### src/rtl/exp6_pkg.sv
// Shared definitions for the play-conditioning stage: FSM state codes and helpers.
// Pure declarations, no logic of its own.
// Imported by the top module of the conditioner.
package exp6_pkg;

  // State codes double as the debug value shown on db_estado.
  typedef enum logic [2:0] {
    ST_OCIOSO      = 3'd0,
    ST_PRESSIONADO = 3'd1,
    ST_EMITE       = 3'd2,
    ST_MULTIPLA    = 3'd3
  } estado_t;

  // True when exactly one bit of the vector is set (narrower vectors are zero-extended).
  function automatic logic um_bit_ativo(input logic [31:0] v);
    return (v != 32'd0) && ((v & (v - 32'd1)) == 32'd0);
  endfunction

endpackage

### src/rtl/exp6_condicionador_jogada_if.sv
// Groups the control-unit-facing signals of the play conditioner.
// master = control unit / stimulus side, slave = conditioner.
// No flow control: levels and a one-cycle strobe only.
interface exp6_condicionador_jogada_if #(
  parameter int N_BOTOES = 4
);
  logic                habilita;
  logic [N_BOTOES-1:0] botoes;
  logic                jogada;
  logic [N_BOTOES-1:0] jogada_valor;
  logic                multipla;
  logic [2:0]          db_estado;

  modport master (
    output habilita,
    output botoes,
    input  jogada,
    input  jogada_valor,
    input  multipla,
    input  db_estado
  );

  modport slave (
    input  habilita,
    input  botoes,
    output jogada,
    output jogada_valor,
    output multipla,
    output db_estado
  );
endinterface

### src/rtl/exp6_debounce_bit.sv
// One button: 2-FF synchroniser followed by a stable-level debounce filter.
// Latency: 2 cycles of synchronisation plus DEBOUNCE_CICLOS cycles of stability.
// No backpressure; glitches shorter than DEBOUNCE_CICLOS never reach deb.
module exp6_debounce_bit #(
  parameter int DEBOUNCE_CICLOS = 50000
) (
  input  logic clock,
  input  logic reset,
  input  logic botao,
  output logic deb
);
  localparam int CW = $clog2(DEBOUNCE_CICLOS + 1);
  localparam logic [CW-1:0] LIMITE = CW'(DEBOUNCE_CICLOS - 1);

  logic          sinc_a;
  logic          sinc;
  logic [CW-1:0] cont;

  // Two-stage synchroniser for the asynchronous button level.
  always_ff @(posedge clock or posedge reset) begin
    if (reset) begin
      sinc_a <= 1'b0;
      sinc   <= 1'b0;
    end else begin
      sinc_a <= botao;
      sinc   <= sinc_a;
    end
  end

  // Count consecutive cycles of disagreement; adopt the new level only after a full run.
  always_ff @(posedge clock or posedge reset) begin
    if (reset) begin
      cont <= '0;
      deb  <= 1'b0;
    end else if (sinc == deb) begin
      cont <= '0;
    end else if (cont == LIMITE) begin
      deb  <= sinc;
      cont <= '0;
    end else begin
      cont <= cont + CW'(1);
    end
  end
endmodule

### src/rtl/exp6_condicionador_jogada.sv
// Conditions raw player buttons into single clean plays for the game control unit.
// Latency: debounced release to jogada pulse is 2 cycles (PRESSIONADO->EMITE, then EMITE registers it).
// No backpressure; habilita gates acceptance, multi-button presses are rejected via multipla.
module exp6_condicionador_jogada
  import exp6_pkg::*;
#(
  parameter int N_BOTOES        = 4,
  parameter int DEBOUNCE_CICLOS = 50000
) (
  input logic                        clock,
  input logic                        reset,
  exp6_condicionador_jogada_if.slave jogo
);
  logic [N_BOTOES-1:0] deb;
  logic [N_BOTOES-1:0] cand;
  logic [N_BOTOES-1:0] cand_prox;
  logic [N_BOTOES-1:0] valor_r;
  logic [N_BOTOES-1:0] valor_prox;
  logic                jogada_r;
  logic                jogada_prox;
  estado_t             estado;
  estado_t             prox;

  // One synchroniser/debouncer per button.
  for (genvar i = 0; i < N_BOTOES; i++) begin : g_deb
    exp6_debounce_bit #(
      .DEBOUNCE_CICLOS(DEBOUNCE_CICLOS)
    ) u_deb (
      .clock(clock),
      .reset(reset),
      .botao(jogo.botoes[i]),
      .deb  (deb[i])
    );
  end

  // State, captured candidate and registered outputs; reset drops any pending play.
  always_ff @(posedge clock or posedge reset) begin
    if (reset) begin
      estado   <= ST_OCIOSO;
      cand     <= '0;
      valor_r  <= '0;
      jogada_r <= 1'b0;
    end else begin
      estado   <= prox;
      cand     <= cand_prox;
      valor_r  <= valor_prox;
      jogada_r <= jogada_prox;
    end
  end

  // Next-state and output decisions from the debounced buttons and habilita.
  always_comb begin
    prox        = estado;
    cand_prox   = cand;
    valor_prox  = valor_r;
    jogada_prox = 1'b0;
    case (estado)
      ST_OCIOSO: begin
        // A button already held when habilita rises is accepted here on purpose.
        if (jogo.habilita) begin
          if (um_bit_ativo(32'(deb))) begin
            cand_prox = deb;
            prox      = ST_PRESSIONADO;
          end else if (deb != '0) begin
            prox = ST_MULTIPLA;
          end
        end
      end
      ST_PRESSIONADO: begin
        if (deb == '0) begin
          prox = ST_EMITE;
        end else if ((deb & ~cand) != '0) begin
          prox = ST_MULTIPLA;
        end
      end
      ST_EMITE: begin
        // habilita dropped during the press means the play is silently discarded.
        if (jogo.habilita) begin
          jogada_prox = 1'b1;
          valor_prox  = cand;
        end
        prox = ST_OCIOSO;
      end
      ST_MULTIPLA: begin
        if (deb == '0) begin
          prox = ST_OCIOSO;
        end
      end
      default: prox = ST_OCIOSO;
    endcase
  end

  assign jogo.jogada       = jogada_r;
  assign jogo.jogada_valor = valor_r;
  assign jogo.multipla     = (estado == ST_MULTIPLA);
  assign jogo.db_estado    = estado;
endmodule
### src/flat_wrapper.sv
// flat-port wrapper written by rule: the top's interface ports become plain ports
module exp6_condicionador_jogada_flat import exp6_pkg::*;
#(
  parameter int N_BOTOES        = 4,
  parameter int DEBOUNCE_CICLOS = 50000
)
  (clock, reset, jogo_habilita, jogo_botoes, jogo_jogada, jogo_jogada_valor, jogo_multipla, jogo_db_estado);
  exp6_condicionador_jogada_if #(.N_BOTOES(N_BOTOES)) jogo_i ();
  input logic clock;
  input logic reset;
  input wire logic [$bits(jogo_i.habilita)-1:0] jogo_habilita;
  input wire logic [$bits(jogo_i.botoes)-1:0] jogo_botoes;
  output wire logic [$bits(jogo_i.jogada)-1:0] jogo_jogada;
  output wire logic [$bits(jogo_i.jogada_valor)-1:0] jogo_jogada_valor;
  output wire logic [$bits(jogo_i.multipla)-1:0] jogo_multipla;
  output wire logic [$bits(jogo_i.db_estado)-1:0] jogo_db_estado;
  assign jogo_i.habilita = jogo_habilita;
  assign jogo_i.botoes = jogo_botoes;
  assign jogo_jogada = jogo_i.jogada;
  assign jogo_jogada_valor = jogo_i.jogada_valor;
  assign jogo_multipla = jogo_i.multipla;
  assign jogo_db_estado = jogo_i.db_estado;
  exp6_condicionador_jogada #(.N_BOTOES(N_BOTOES), .DEBOUNCE_CICLOS(DEBOUNCE_CICLOS)) u_core (.clock(clock), .reset(reset), .jogo(jogo_i));
endmodule
### config.mk
export PLATFORM = sky130hd
export DESIGN_NAME = exp6_condicionador_jogada_flat
export DESIGN_NICKNAME = d
export VERILOG_FILES = /design/src/rtl/exp6_pkg.sv /design/src/rtl/exp6_condicionador_jogada_if.sv /design/src/rtl/exp6_debounce_bit.sv /design/src/rtl/exp6_condicionador_jogada.sv /design/src/flat_wrapper.sv
export SDC_FILE = /design/constraint.sdc
export NUM_CORES = 1
export LEC_CHECK = 0
export ABC_AREA = 0
export CAP_MARGIN = 10
export CORE_UTILIZATION = 45
export CTS_BUF_LIST = sky130_fd_sc_hd__clkbuf_4
export DETAILED_ROUTE_END_ITERATION = 16
export SLEW_MARGIN = 10
export SYNTH_ARGS = -nofsm -noshare
export SYNTH_HDL_FRONTEND = slang
export SYNTH_HIERARCHICAL = 1
export SYNTH_SLANG_ARGS = --single-unit
### constraint.sdc
create_clock -name clock -period 3.5 [get_ports clock]
set_clock_uncertainty 0.2 [all_clocks]
set_input_delay 0.7 -clock clock [delete_from_list [all_inputs] [get_ports clock]]
set_output_delay 0.7 -clock clock [all_outputs]
set_load 0.05 [all_outputs]
==> reports/results.ini, run 1 <==
[outcome]
status=finished clean

[placement]
dpl.hpwl_um=5260
port_buffers=14
place.gp.congestion=0.827

[synthesis]
synth_ff_type=dfrtp_1
syn_nets=421
ys_warn_count=6
synth_edf_count=0
synth_area_per_cell_um2=11.1
synthTopCellsByArea=dfrtp_1 (48%), xnor2_1 (7.3%), nor2_1 (5.3%), xor2_1 (4.6%), nor4_2 (3.3%)
synth-async-reset-ratio_pct=100
yosysSeqAreaShare_pct=47.7
synth_area_leader_cell=dfrtp_1
synth-seq-cells=87
synthCells=410
synth_top_area_share_pct=47.7
synth_area_mm2=0.00456
yosysUniqueCellTypes=42

[cts]
cts.sinks=87
cts_tree=built
cts_resized=0
root_buffer=clkbuf_4
hold_buffers=0
cts_buffers=9
h-tree-depth=3
cts_setup_buffers=0
clock_latency_ps=430
path_clk_slew_ps=130
cts_buffer_depth=2

[power]
p_sw_share_pct=24.4
sequentialPowerShare_pct=62.8
p_int_uw=1250
power.leakage_uw=0.00200
power_frac_comb_pct=3.9
p_clk_share_pct=33.3
ir_drop_mv=0.212
switchingPower_uw=404
p_per_area_mw_per_mm2=344

[global_route]
gr-total-overflow=0
grtUsageTotal_pct=16.6
grt_pass1_wl_um=13400
grt_pass1_vias=2821
antenna_found_initial=0
use_met2_pct=26.6
grt_max_degree=20
top_usage_layer=met2
grtUsageMet3_pct=4.27
gr-usage-met1_pct=21.5

[timing]
worstMarginPinSlew_ps=748
min_period_ps=2800
finalMaxSlewViolations=0
fmax_mhz=357
holdWs_ps=165
slew_headroom_pct=50.1
fin_crit_sh_pct=80.0
finalSetupViolCount=0
setup_tns_ps=0
grt_setup_unrepaired=false
hold_violations=0

[cells_and_area]
synthToLayoutAreaGrowth_pct=5.54
layout_common_cells=dfrtp_1 (87), nor2_1 (64), xnor2_1 (38), xor2_1 (24), nand3_1 (23)
final_nets=426
final_common_cell=dfrtp_1
diodes=0
layout-drive-gt1-share_pct=16.9
fillers=939

[detailed_routing]
wire_per_inst_um=13.8
drcViolationCount=0
drt_wl_total_um=7620
vias=2894
dr.pass1.iters=4
drtIter0Drc=64
vias_per_cell=5.23
ant_nets=0

[die]
coreArea_mm2=0.00982
fp-row-count=36
dieArea_mm2=0.0105
start_util_pct=46.4
die_height_um=103
io_pins=16
die_w_um=103

[setup_path]
cp_data_required_time_ps=2600
cp-start-kind=register
cp_slowest_cell=clkdlybuf4s50_1
path_class=reg -> out
critPathMaxStageDelay_ps=790
path_max_fanout=7
worstPathArrival_ps=1900
cp_cell_sequence=and2_1 > clkdlybuf4s50_1
critPathCaptureType=output pin

[run]
drv_cap=0

[min_path]
hold_class=reg -> reg

## path summary, 6_finish.rpt
check                      depth (start not counted)  slack (ps)                              to                           from
min                                                0         170      u_core/g_deb[3].u_deb/sinc   u_core/g_deb[3].u_deb/sinc_a
min reg2reg                                        0         170      u_core/g_deb[3].u_deb/sinc   u_core/g_deb[3].u_deb/sinc_a
max                                                2         700                   jogo_multipla       u_core/jogo.db_estado[0]
max in group asynchronous                          2        1960  u_core/g_deb[0].u_deb/cont[10]                          reset
max reg2reg                                        5        1590   u_core/g_deb[1].u_deb/cont[8]  u_core/g_deb[1].u_deb/cont[0]
min in group asynchronous                          2         530     u_core/jogo.jogada_valor[2]                          reset
## metrics by stage
| step | utilization [%] | setup WS (ps) | cells | power [µW] | cell area [µm²] |
|---|---|---|---|---|---|
| final | 49.0 | 699 | 553 | 1660 | 4810 |
| after global routing | 49.0 | 597 | 553 | 1740 | 4810 |
| after CTS | 49.0 | 647 | 553 | 1690 | 4810 |
| after detailed placement | 47.7 | 1160 | 537 | 1130 | 4680 |
| after global placement | 47.7 | 1190 | 537 | 1120 | 4680 |
| after floorplan | - | 1370 | 410 | 1110 | 4560 |
## kinds of logic after synthesis
group,synth area share [%]
simple gates,29.2
flops,47.7
xor+xnor,11.9
buf+inv,5.13
compound gates,2.66
mux,1.98
fa+ha+maj,1.32
other cells,0.0822
## power by group through the flow
stage | clock, µW | combinational, µW | sequential (µW)
floorplan | 0 | 52.0 | 1060
global placement | 0 | 66.3 | 1060
detailed placement | 0 | 67.0 | 1060
CTS | 582 | 67.3 | 1040
global route | 619 | 76.4 | 1040
finish | 552 | 64.5 | 1040
## cells in the mapped netlist, drive strengths merged (2+ instances only)
library cell / n
mux2: 8
and3: 12
and4: 4
nor3: 12
nor4b: 4
xnor2: 38
buf: 20
nor2: 72
nor4: 12
dfrtp: 87
nand3: 27
a32o: 2
a21oi: 3
o21ai: 4
inv: 13
and4bb: 4
nand2: 10
xor2: 24
and2: 5
nand4: 28
nand2b: 4
nor4bb: 4
ha: 4
## worst max-delay path, delay by kind of cell, from the launching register on
family / cells / cell delay (ps)
buf+inv: 1 / 790
flops: 1 / 510
simple gates: 1 / 170
## per-layer routing
metal	vias up	share of wire, %
met4	0	1.7
met3	10	3.2
met1	1423	48
li1	1434	-
met2	27	47
met5	-	0
## layout make-up
type                       instances  area (µm²)  share of cell area, %
clock inverter                     7        63.8                   1.33
timing repair buffer              14         140                   2.91
inverter                          13        48.8                   1.01
sequential                        87        2180                   45.2
tap                              133         166                   3.46
multi-input combinational        290        2150                   44.7
clock buffer                       9        67.6                   1.40
## state kept, by name, summed over array words and instances (netlist names)
register,flops
u_core/cand,4
u_core/g_deb.u_deb/sinc,4
u_core/jogo.jogada,1
u_core/g_deb.u_deb/sinc_a,4
u_core/g_deb.u_deb/cont,64
u_core/g_deb.u_deb/deb,4
u_core/jogo.jogada_valor,4
u_core/jogo.db_estado,2
Note: power is estimated with default switching activity, not from simulation.
==> inputs of run 2 (changes only) <==
Clock period 3.5 ns to 2.6 ns, I/O delays scaled along.
==> reports/results.ini, run 2 (same netlist as run 1, synthesis figures left out) <==
[detailed_routing]
drcViolationCount=0
vias_per_cell=5.25
drt_wl_total_um=7760
dr.pass1.iters=4
vias=2922
drtIter0Drc=81
ant_nets=0
wire_per_inst_um=13.9

[setup_path]
cp_slowest_cell=clkdlybuf4s50_1
path_class=reg -> out
reg2reg_from=u_core/g_deb[3].u_deb/cont[0]
critPathCaptureType=output pin
cp_cell_sequence=clkdlybuf4s50_1
r2r_setup_slack_ps=680
cp_data_required_time_ps=1880
critPathMaxStageDelay_ps=870
path_buf_inv=1
reg2reg_to=u_core/g_deb[3].u_deb/cont[2]
crit_family=buffers and inverters
path_max_fanout=7
worstPathArrival_ps=1790
cp-start-kind=register
reg2regPathDepth=5

[global_route]
gr-usage-met1_pct=21.7
antenna_found_initial=0
grtUsageTotal_pct=16.8
gr-total-overflow=0
top_usage_layer=met2
grt_max_degree=20
use_met2_pct=27.4
grt_pass1_vias=2870
grt_pass1_wl_um=13500
grtUsageMet3_pct=4.75

[cells_and_area]
diodes=0
fin_cells=557
utilization_pct=49.6
final_common_cell=dfrtp_1
final_nets=430
top_register=u_core/g_deb.u_deb/cont
layout_common_cells=dfrtp_1 (87), nor2_1 (64), xnor2_1 (38), xor2_1 (24), nand3_1 (23)
synthToLayoutAreaGrowth_pct=6.80
layout-drive-gt1-share_pct=17.9
largest_reg_flops=64

[timing]
fmax_mhz=398
min_period_ps=2510
finalMaxSlewViolations=0
grt_setup_unrepaired=false
setup_tns_ps=0
finalSetupViolCount=0
fin_crit_sh_pct=96.6
hold_violations=0
worstMarginPinSlew_ps=508
slew_headroom_pct=66.0

[power]
ir_drop_mv=0.273
p_per_area_mw_per_mm2=481
power.leakage_uw=0.00204

[die]
io_pins=16
die_height_um=103
coreArea_mm2=0.00982
start_util_pct=46.4
dieArea_mm2=0.0105
fp-row-count=36
die_w_um=103

[placement]
port_buffers=14
dpl.hpwl_um=5440
place_inst=541
place.gp.congestion=0.823

[min_path]
hold_class=in -> async

[cts]
cts_buffer_depth=2
cts_buffers=9
path_clk_slew_ps=130
clock_latency_ps=420
cts.sinks=87
h-tree-depth=3
cts_tree=built
hold_buffers=0
root_buffer=clkbuf_4
cts_setup_buffers=0

[outcome]
status=finished clean

[run]
drv_cap=0

==> run 2: cell types whose count changed in the layout (fill, tap and decap cells not counted) <==
cell / delta
clkinv_1: -1
buf_4: +4
clkbuf_4: +1
bufinv_16: +1
clkdlybuf4s50_1: -1
clkinv_2: -1
dlygate4sd2_1: +1
==> run 2: routing by layer <==
layer / vias up / share of wire [%] / wire length, µm
li1: 1437 / - / -
met1: 1454 / 47 / 3680
met2: 25 / 49 / 3810
met3: 6 / 2.5 / 196
met4: 0 / 0.93 / 72
met5: - / 0 / 0
==> run 2: worst max-delay path by stage <==
| stage | startpoint | end | slack (ps) | cells after the start |
|---|---|---|---|---|
| final | u_core/jogo.db_estado[0] | jogo_db_estado[0] | 90 | 1 |
| after global routing | u_core/jogo.db_estado[0] | jogo_db_estado[0] | 10 | 1 |
| after CTS | u_core/jogo.db_estado[0] | jogo_db_estado[0] | 60 | 1 |
| after detailed placement | jogo_habilita | u_core/cand[0] | 430 | 5 |
| after global placement | u_core/jogo.db_estado[0] | jogo_multipla | 470 | 2 |
| after floorplan | u_core/jogo.db_estado[0] | jogo_multipla | 650 | 1 |
==> run 2: stage by stage <==
step / hold WS, ps / setup WS, ps / instance area [µm²] / total power (µW)
global placement: 137 / 471 / 4710 / 1520
CTS: 148 / 56.9 / 4870 / 2390
detailed placement: 136 / 425 / 4710 / 1520
finish: 161 / 87.9 / 4870 / 2340
global route: 170 / 10.6 / 4870 / 2450
floorplan: 131 / 647 / 4560 / 1490
==> run 2: timing repair <==
item,in CTS,in global routing
setup endpoints to repair,1,0
resized for setup,1,0
endpoints found under the hold margin,0,0
==> run 2: power breakdown <==
part	internal, µW	leakage, µW	switching (µW)
registers	1370	0.00119	26.0
clock network	398	0.0000824	454
logic	30.4	0.000772	61.7
total	1800	0.00204	542
==> run 2: layout make-up <==
class	instances	area (µm²)
fillers	936	4950
flip-flops and latches	87	2180
multi-input cells	290	2150
repair buffers	18	169
well taps	133	166
clock inverters	6	85.1
clock buffers	10	75.1
inverters	13	48.8
